### src/rtl/key_debounce_pkg.sv
// ---------------------------------------------------------------------------
// key_debounce_pkg
//   Shared types and helpers for the push-button input conditioner.
//   - key_event_e : what an accepted debounce decision means for the strobes
//   - key_event_of: classifies an accepted level change into press/release
//   - DEBOUNCE_CYCLES_MIN/MAX: legal range of the debounce length
// ---------------------------------------------------------------------------
package key_debounce_pkg;

  localparam int unsigned DEBOUNCE_CYCLES_MIN = 2;
  localparam int unsigned DEBOUNCE_CYCLES_MAX = 1 << 24;

  typedef enum logic [1:0] {
    KEY_EV_NONE    = 2'd0,
    KEY_EV_PRESS   = 2'd1,
    KEY_EV_RELEASE = 2'd2
  } key_event_e;

  // Maps a newly accepted level onto the strobe it must produce. Only
  // called when the accepted level differs from the current one, so the
  // new level alone identifies the direction.
  function automatic key_event_e key_event_of(input logic new_level);
    return new_level ? KEY_EV_PRESS : KEY_EV_RELEASE;
  endfunction

endpackage : key_debounce_pkg

### src/rtl/key_debounce_sync_2ff.sv
// ---------------------------------------------------------------------------
// sync_2ff
//   Two-flop synchroniser for a single asynchronous bit. The two stages are
//   directly chained so the first flop has a full cycle to resolve
//   metastability. Reused by the pad-input blocks.
//
//   Parameters:
//     RST_VAL - value both stages take while rst is asserted
//   Ports:
//     clk - system clock, rising edge
//     rst - synchronous, active-high reset
//     d   - asynchronous input bit
//     q   - synchronised output (two cycles of latency)
// ---------------------------------------------------------------------------
module sync_2ff #(
  parameter logic RST_VAL = 1'b0
) (
  input  logic clk,
  input  logic rst,
  input  logic d,
  output logic q
);

  logic s1;

  always_ff @(posedge clk) begin
    // NOTE: non-blocking assignments make s1 and q update together at the
    // edge; blocking here would collapse the two stages into one.
    if (rst) begin
      s1 <= RST_VAL;
      q  <= RST_VAL;
    end else begin
      s1 <= d;
      q  <= s1;
    end
  end

endmodule : sync_2ff

### src/rtl/key_debounce.sv
// ---------------------------------------------------------------------------
// key_debounce
//   Receive-side conditioner for a board push-button. Corrects the pad
//   polarity, synchronises into clk, debounces the level and derives clean
//   press/release strobes plus a press-toggled flag (suitable to drive a
//   TBUF OEN or LED enable directly).
//
//   Parameters:
//     DEBOUNCE_CYCLES - consecutive stable cycles needed to accept a new
//                       level (2 .. 2**24)
//     INV             - 1 when the pad is active-low
//     CNT_W           - counter width, derived from DEBOUNCE_CYCLES
//   Ports:
//     clk         - system clock, rising edge
//     rst         - synchronous, active-high reset
//     key_i       - raw asynchronous button pad
//     key_level   - debounced logical level (1 = pressed)
//     key_press   - one-cycle strobe on an accepted 0->1 of key_level
//     key_release - one-cycle strobe on an accepted 1->0 of key_level
//     key_toggle  - inverts on every key_press
//
//   All outputs are registered; there is no combinational path from key_i.
// ---------------------------------------------------------------------------
module key_debounce
  import key_debounce_pkg::*;
#(
  parameter int unsigned DEBOUNCE_CYCLES = 270000,
  parameter bit          INV             = 1'b0,
  parameter int unsigned CNT_W           = $clog2(DEBOUNCE_CYCLES)
) (
  input  logic clk,
  input  logic rst,
  input  logic key_i,
  output logic key_level,
  output logic key_press,
  output logic key_release,
  output logic key_toggle
);

  // Terminal count: the decision is taken on the edge where the counter
  // already holds DEBOUNCE_CYCLES-1, which is the DEBOUNCE_CYCLES-th
  // consecutive edge that saw a differing level.
  localparam logic [CNT_W-1:0] CNT_MAX = CNT_W'(DEBOUNCE_CYCLES - 1);

  logic             key_raw;
  logic             key_sync;
  logic [CNT_W-1:0] cnt;
  logic [CNT_W-1:0] cnt_next;
  logic             level_next;
  key_event_e       key_event;

  // Inversion happens before the synchroniser so the sync stages hold the
  // logical value and reset to 0 (idle) regardless of pad polarity.
  assign key_raw = key_i ^ INV;

  sync_2ff #(
    .RST_VAL (1'b0)
  ) u_sync (
    .clk (clk),
    .rst (rst),
    .d   (key_raw),
    .q   (key_sync)
  );

  // Debounce decision. Any return to the current level clears the count,
  // so a bounce shorter than DEBOUNCE_CYCLES never reaches CNT_MAX, and
  // the counter is reset on acceptance so it can never wrap.
  always_comb begin
    // NOTE: every output of this block gets a default first, so no path
    // leaves a variable unassigned and no latch is inferred.
    cnt_next   = cnt;
    level_next = key_level;
    key_event  = KEY_EV_NONE;

    if (key_sync == key_level) begin
      cnt_next = '0;
    end else if (cnt == CNT_MAX) begin
      cnt_next   = '0;
      level_next = key_sync;
      key_event  = key_event_of(key_sync);
    end else begin
      cnt_next = cnt + 1'b1;
    end
  end

  // Strobes register on the same edge as the new level, so each is high
  // exactly during the first cycle of that level; at most one event is
  // decoded per edge, so they are never high together.
  always_ff @(posedge clk) begin
    if (rst) begin
      cnt         <= '0;
      key_level   <= 1'b0;
      key_press   <= 1'b0;
      key_release <= 1'b0;
      key_toggle  <= 1'b0;
    end else begin
      cnt         <= cnt_next;
      key_level   <= level_next;
      key_press   <= (key_event == KEY_EV_PRESS);
      key_release <= (key_event == KEY_EV_RELEASE);
      if (key_event == KEY_EV_PRESS) begin
        key_toggle <= ~key_toggle;
      end
    end
  end

endmodule : key_debounce

### config.mk
export PLATFORM = sky130hd
export DESIGN_NAME = key_debounce
export DESIGN_NICKNAME = d
export VERILOG_FILES = /design/src/rtl/key_debounce_pkg.sv /design/src/rtl/key_debounce_sync_2ff.sv /design/src/rtl/key_debounce.sv
export SDC_FILE = /design/constraint.sdc
export NUM_CORES = 1
export LEC_CHECK = 0
export ABC_AREA = 1
export BUFFER_PORTS_ARGS = -buffer_cell sky130_fd_sc_hd__clkbuf_2
export CAP_MARGIN = 10
export CORE_ASPECT_RATIO = 0.6
export CORE_UTILIZATION = 45
export CTS_CLUSTER_SIZE = 10
export DETAILED_ROUTE_END_ITERATION = 8
export GPL_ROUTABILITY_DRIVEN = 0
export SYNTH_ARGS = -nofsm -noshare
export SYNTH_HDL_FRONTEND = slang
export SYNTH_SLANG_ARGS = --single-unit
### constraint.sdc
create_clock -name clk -period 1.55 [get_ports clk]
set_input_delay 0.31 -clock clk [delete_from_list [all_inputs] [get_ports clk]]
set_output_delay 0.31 -clock clk [all_outputs]
set_load 0.05 [all_outputs]
==> impl_results.md, run 1 <==
* Clk buf depth at 2
* Mapped cell area at about 1300 um2
* R2r setup slk at ~100 ps
* Crit path max fanout at 9
* CP top delay family: simple AND/OR/NAND/NOR gates
* Max-Cap Viols at 0
* WHS at between 200 and 250 ps
* Total Die Area at between 3000 and 4000 um2
* Antenna Cells at 0
* Clk_skew at roughly 4.6 ps
* DR iter-0 viols at slightly below 100
* CP Cell Sequence: ha_2 > nand3_2 > nor2_1 > nand3_2 > nand2_4 > a21oi_1
* Commonest non-fill, non-tap cell in the layout: nand2_1
* Total Routing Usage GR at between 20% and 30%
* Worst Setup SP: cnt[0]$_SDFF_PP0_
* Vias in the first global route at between 900 and 1,000
* Initial antenna violation count at 0
* Post-synthesis sequential area ratio at about 37%
* Critical Path Sink Type: flop
* FMAX at between 600 and 700 MHz
* WP data arrival at between 1500 and 2000 ps
* Distinct cells, synth at 21
* Clock-pin slew on the worst setup and hold paths at roughly 80 ps
* Most frequent cells in the layout: 45 x nand2_1, 40 x nor2_1, 25 x dfxtp_1
* Yosys reg bits at 25
* Multi-input logic area at approximately 770 um2
* Num rows at 14
* EDFF count, synth at 0
* Final hold vios at 0
* P_leak at around 0.00045 uW
* # H-tree levels at 1
* Mapped Avg Cell Area at 6.82 um2
* Data required, critical path at 1720 ps
* Grt total ovfl at 0
* Syn nets at 200
* Die Height at ~44 um
* Detailed Routing Iterations Pass 1 at 4
* Setup TNS at 0 ps
* WL/cell at 12.6 um
* Kind of critical path: reg -> reg
* Hold path start: key_i
* Share of layout cells above drive strength 1 at 19.2%
* # Post-CTS Setup Buffers at 0
* Final setup fails at 0
* CP max stage delay at around 350 ps
* Final wirelength at between 3 and 4 mm
* Post-Syn Instances at between 150 and 200
* CP dominant cell by count: nand3_2
* CTS buffer count at 3
* Buffer type at the clock tree root: clkbuf_8
* Crit start category: flop
* FILL cells at approximately 260
* Worst hold path class: in -> reg
* DR vias at between 1,000 and 1,500
* Area Growth Syn to Fin at 11.2%
* Worst Tran Pin Value at between 300 and 400 ps
* Clock Latency Late Sink at around 270 ps
* Min Tclk post-route at about 1400 ps
* Slew headroom at 75.4%
* Async SR Flop Fraction at 0%
* # clock sinks at 25
* Run status: completed
* Maximum vdd drop at ~0.57 mV
* P per Cell Area at 708 nW/um2
* Final nets at around 210
* Die width at a little over 70 um
* Worst R2R Start: cnt[0]$_SDFF_PP0_
* Initial Util at around 50%
* Period utilization at roughly 93%
* Main synth FF type: dfxtp_1
* Max-slew violations at 0
* CTS tree: done
* Core Footprint at around 2700 um2
* Yosys Warn Count at 0
* Post-DP HPWL at roughly 2.3 mm
* Drt drc at 0
* Global-route wire length before repair at 4.71 mm
* Vias per cell at roughly 5.0
* Slowest CP cell: dfxtp_1
* RSZ-0062 raised after global routing: false
* Worst path bufs/invs at 0
* Register area at ~500 um2
* Buffers on Ports at 6
* I/O pin cnt at 7
* Remaining antenna violation count after routing at 0
* Pin count of the biggest net entering global routing at 20
==> cells by family (layout without fill, tap and decap cells) <==
| logic type | Yosys count | after routing | synth area share, % |
|---|---|---|---|
| fa+ha+maj | 1 | 1 | 0.935 |
| simple gates | 127 | 129 | 44.7 |
| compound gates | 12 | 12 | 5.05 |
| flops | 25 | 25 | 37.4 |
| xor+xnor | 7 | 7 | 4.58 |
| buf+inv | 24 | 34 | 7.30 |
==> layer usage <==
metal	share of wire, %	track usage, %
met1	50	30.2
met2	38	26.9
met3	11	5.47
met4	1.6	9.41
met5	0	0
==> area by class of cell <==
cell class / instances / share of cell area, %
clock buffer: 4 / 3.03
multi-input combinational: 149 / 51.6
timing repair buffer: 7 / 2.52
tap: 40 / 3.36
sequential: 25 / 33.6
inverter: 23 / 5.80
==> cell usage after synthesis (3+ instances only) <==
| cell | instances | area (um2) |
|---|---|---|
| a21oi_1 | 8 | 40.0 |
| nor2_4 | 4 | 45.0 |
| dfxtp_1 | 25 | 500 |
| nand2_1 | 45 | 169 |
| nand2_2 | 7 | 43.8 |
| nor2_1 | 40 | 150 |
| nand4_1 | 4 | 25.0 |
| nand3_1 | 12 | 60.1 |
| nor2_2 | 8 | 50.1 |
| or2_0 | 3 | 18.8 |
| inv_1 | 22 | 82.6 |
| xnor2_1 | 5 | 43.8 |
==> power by group <==
group          internal, uW  switching (uW)  total [uW]
logic                  6.90            15.6        22.5
registers               645            1.94         647
clock network           184             200         384
total                   836             217        1050
==> what timing repair did <==
action                                  4_1_cts  5_1_grt
endpoints found under the setup margin        0       19
resized for setup                             0        4
hold buffers                                  0        0
==> metrics by stage <==
step	total power [uW]	setup WS, ps	instance area (um2)	cells	utilization, %
2_1_floorplan	674	65.3	1340	196	-
3_3_place_gp	680	165	1410	242	53.1
3_5_place_dp	681	83.7	1410	242	53.1
4_1_cts	1070	63.2	1460	246	54.8
5_1_grt	1100	31.6	1490	248	55.9
6_report	1050	105	1490	248	55.9
==> tightest hold or removal path, stage by stage <==
cell	delay [ps]
clkbuf_2	80
inv_1	40
nor2_1	30
==> path summary, 6_finish.rpt <==
kind	to	depth (start not counted)
worst max-delay path	cnt[12]$_SDFF_PP0_	6
worst min-delay path	u_sync.s1$_SDFF_PP0_	3
worst max register to register	cnt[12]$_SDFF_PP0_	6
worst min register to register	u_sync.q$_SDFF_PP0_	2
==> state kept, by name, summed over array words and instances, names as in the netlist <==
signal	cells
u_sync.q	1
key_toggle	1
key_level	1
cnt	19
u_sync.s1	1
key_press	1
key_release	1
(Power assumes the default switching activity.)
==> inputs of run 2 (changes only) <==
--- a/config.mk
+++ b/config.mk
@@ -10,6 +10,7 @@
 export CAP_MARGIN = 10
 export CORE_ASPECT_RATIO = 0.6
 export CORE_UTILIZATION = 45
+export CTS_CLUSTER_DIAMETER = 60
 export CTS_CLUSTER_SIZE = 10
 export DETAILED_ROUTE_END_ITERATION = 8
 export GPL_ROUTABILITY_DRIVEN = 0
==> constraint.sdc (replaced) <==
create_clock -name clk -period 1.55 [get_ports clk]
set_input_delay 0.0775 -clock clk [delete_from_list [all_inputs] [get_ports clk]]
set_output_delay 0.0775 -clock clk [all_outputs]
set_load 0.05 [all_outputs]
==> run 2 against run 1 <==
Wire length decreased by 0.45%; clock power barely moved; clock-buffer cell count unchanged; global-route usage did not move; highest routed layer unchanged; core utilization up 0.38 points; register-to-register slack about the same; clock skew hardly changed; flip-flop and latch count unchanged.
==> impl_results.md, run 2 (synthesis gave the netlist of run 1 again) <==
* Run status: completed
* P_leak at 0.000457 uW (+0.92%)
* Vias per cell at 5.05 (+1.1%)
* DR vias at 1,258 (+1.5%)
* CP top delay family: simple AND/OR/NAND/NOR gates
* Final wirelength at 3.11 mm (-0.45%)
* Post-layout util at 56.3% (+0.38 points)
* I/O pin cnt at 7 (unchanged)
* Commonest non-fill, non-tap cell in the layout: nand2_1
* Drt drc at 0 (unchanged)
* # H-tree levels at 1 (unchanged)
* Clock Latency Late Sink at 270 ps (about the same)
* CP max stage delay at 350 ps (about the same)
* Final nets at 214 (+0.47%)
* Clock-pin slew on the worst setup and hold paths at 80 ps (about the same)
* RSZ-0062 raised after global routing: false
* Setup TNS at 0 ps (unchanged)
* Data required, critical path at 1720 ps (about the same)
* Pin count of the biggest net entering global routing at 20 (unchanged)
* Final setup fails at 0 (unchanged)
* WP data arrival at 1620 ps (about the same)
* Clk_skew at 5.10 ps (+0.491 ps)
* Initial antenna violation count at 0 (unchanged)
* Final hold vios at 0 (unchanged)
* Kind of critical path: reg -> reg
* Clk buf depth at 2 (unchanged)
* Pwr Total at 1050 uW (about the same)
* Share of layout cells above drive strength 1 at 19.1% (-0.092 points)
* Die Height at 44.2 um (unchanged)
* CTS tree: done
* Buffer type at the clock tree root: clkbuf_8
* FILL cells at 256 (-0.39%)
* Place WS at 83.7 ps (unchanged)
* P per Cell Area at 704 nW/um2 (-0.60%)
* Most flops, register: cnt
* Maximum vdd drop at 0.570 mV (-0.49%)
* M1 wire length at 1.56 mm (+0.78%)
* WL/cell at 12.5 um (-0.85%)
* Num rows at 14 (unchanged)
* Area Growth Syn to Fin at 12.0%
* Remaining antenna violation count after routing at 0 (unchanged)
* Period utilization at 93.8% (+0.55 points)
* Worst path bufs/invs at 0 (unchanged)
* Most frequent cells in the layout: 45 x nand2_1, 40 x nor2_1, 25 x dfxtp_1
* Final setup margin at 96.2 ps (-8.48 ps)
* Max-slew violations at 0 (unchanged)
* FMAX at 688 MHz (-0.58%)
* # clock sinks at 25 (unchanged)
* Total Routing Usage GR at 20.3% (unchanged)
* Critical Path Sink Type: flop
* Core Footprint at 2660 um2 (unchanged)
* CP Cell Sequence: ha_2 > nand3_2 > nor2_1 > nand3_2 > nand2_4 > nor2_1
* Routed wl met3 at 305 um (-7.6%)
* Max-Cap Viols at 0 (unchanged)
* Largest register FFs at 19 (unchanged)
* Vias in the first global route at 984 (unchanged)
* Antenna Cells at 0 (unchanged)
* Multi-input logic area at 768 um2 (unchanged)
* CTS buffer count at 3 (unchanged)
* DR iter-0 viols at 114 (+18%)
* Register area at 500 um2 (unchanged)
* Slew headroom at 75.0% (-0.39 points)
* Die width at 72.4 um (unchanged)
* Slowest CP cell: dfxtp_1
* Met2 wire length at 1.20 mm (+0.17%)
* Buffers on Ports at 6 (unchanged)
* Min Tclk post-route at 1450 ps (+8.48 ps)
* Crit path max fanout at 9 (unchanged)
* Crit start category: flop
* Grt total ovfl at 0 (unchanged)
* Initial Util at 50.2% (unchanged)
* Post-DP HPWL at 2.32 mm (unchanged)
* Max Used Layer: met4
* Worst Tran Pin Value at 375 ps (+5.90 ps)
* Total Die Area at 3200 um2 (unchanged)
* Worst hold path class: in -> reg
* Detailed Routing Iterations Pass 1 at 4 (unchanged)
* Global-route wire length before repair at 4.71 mm (unchanged)
-- run 2: cell types whose count changed in the layout (fill, tap and decap cells not counted), sizes merged --
cell / change
dlygate4sd3: +1
-- run 2: area by class of cell --
cell class	count	area share, %
timing repair buffer	8	3.17
tap	40	3.34
clock buffer	4	3.01
multi-input combinational	149	51.3
sequential	25	33.4
inverter	23	5.76
-- run 2: worst register-to-register path, stage by stage (launching register included) --
cell and delay (ps):
dfxtp_1 350, ha_2 260, nand3_2 130, nor2_1 180
nand3_2 170, nand2_4 200, nor2_1 70
-- run 2: what timing repair did --
action                                  4_1_cts  5_1_grt
hold endpoints to repair                      1        0
resized for setup                             0        4
buffers inserted                              0        0
endpoints found under the setup margin        0       19
hold buffers                                  1        0
-- run 2: stage by stage --
step | instances | cell area (um2) | hold WS [ps]
floorplan | 196 | 1340 | 149
global placement | 242 | 1410 | 272
detailed placement | 242 | 1410 | 275
CTS | 247 | 1470 | 19.1
global route | 249 | 1500 | 54.1
finish | 249 | 1500 | 45.2
-- run 2: power breakdown --
part           internal (uW)  switching, uW  total (uW)
clock network            184            199         383
logic                   8.53           16.0        24.5
registers                645           1.96         647
total                    837            216        1050
-- run 2: final timing paths --
path / start / to / slack (ps) / depth (start not counted)
setup reg to reg: cnt[0]$_SDFF_PP0_ / cnt[14]$_SDFF_PP0_ / 100 / 6
setup / recovery: cnt[0]$_SDFF_PP0_ / cnt[14]$_SDFF_PP0_ / 100 / 6
hold / removal: rst / u_sync.q$_SDFF_PP0_ / 50 / 2
hold reg to reg: u_sync.s1$_SDFF_PP0_ / u_sync.q$_SDFF_PP0_ / 410 / 2
-- run 2: per-layer routing --
layer	GRT usage, %	vias up
met1	30.2	564
met5	0	-
met2	26.9	54
met3	5.47	4
met4	9.41	0
li1	-	636
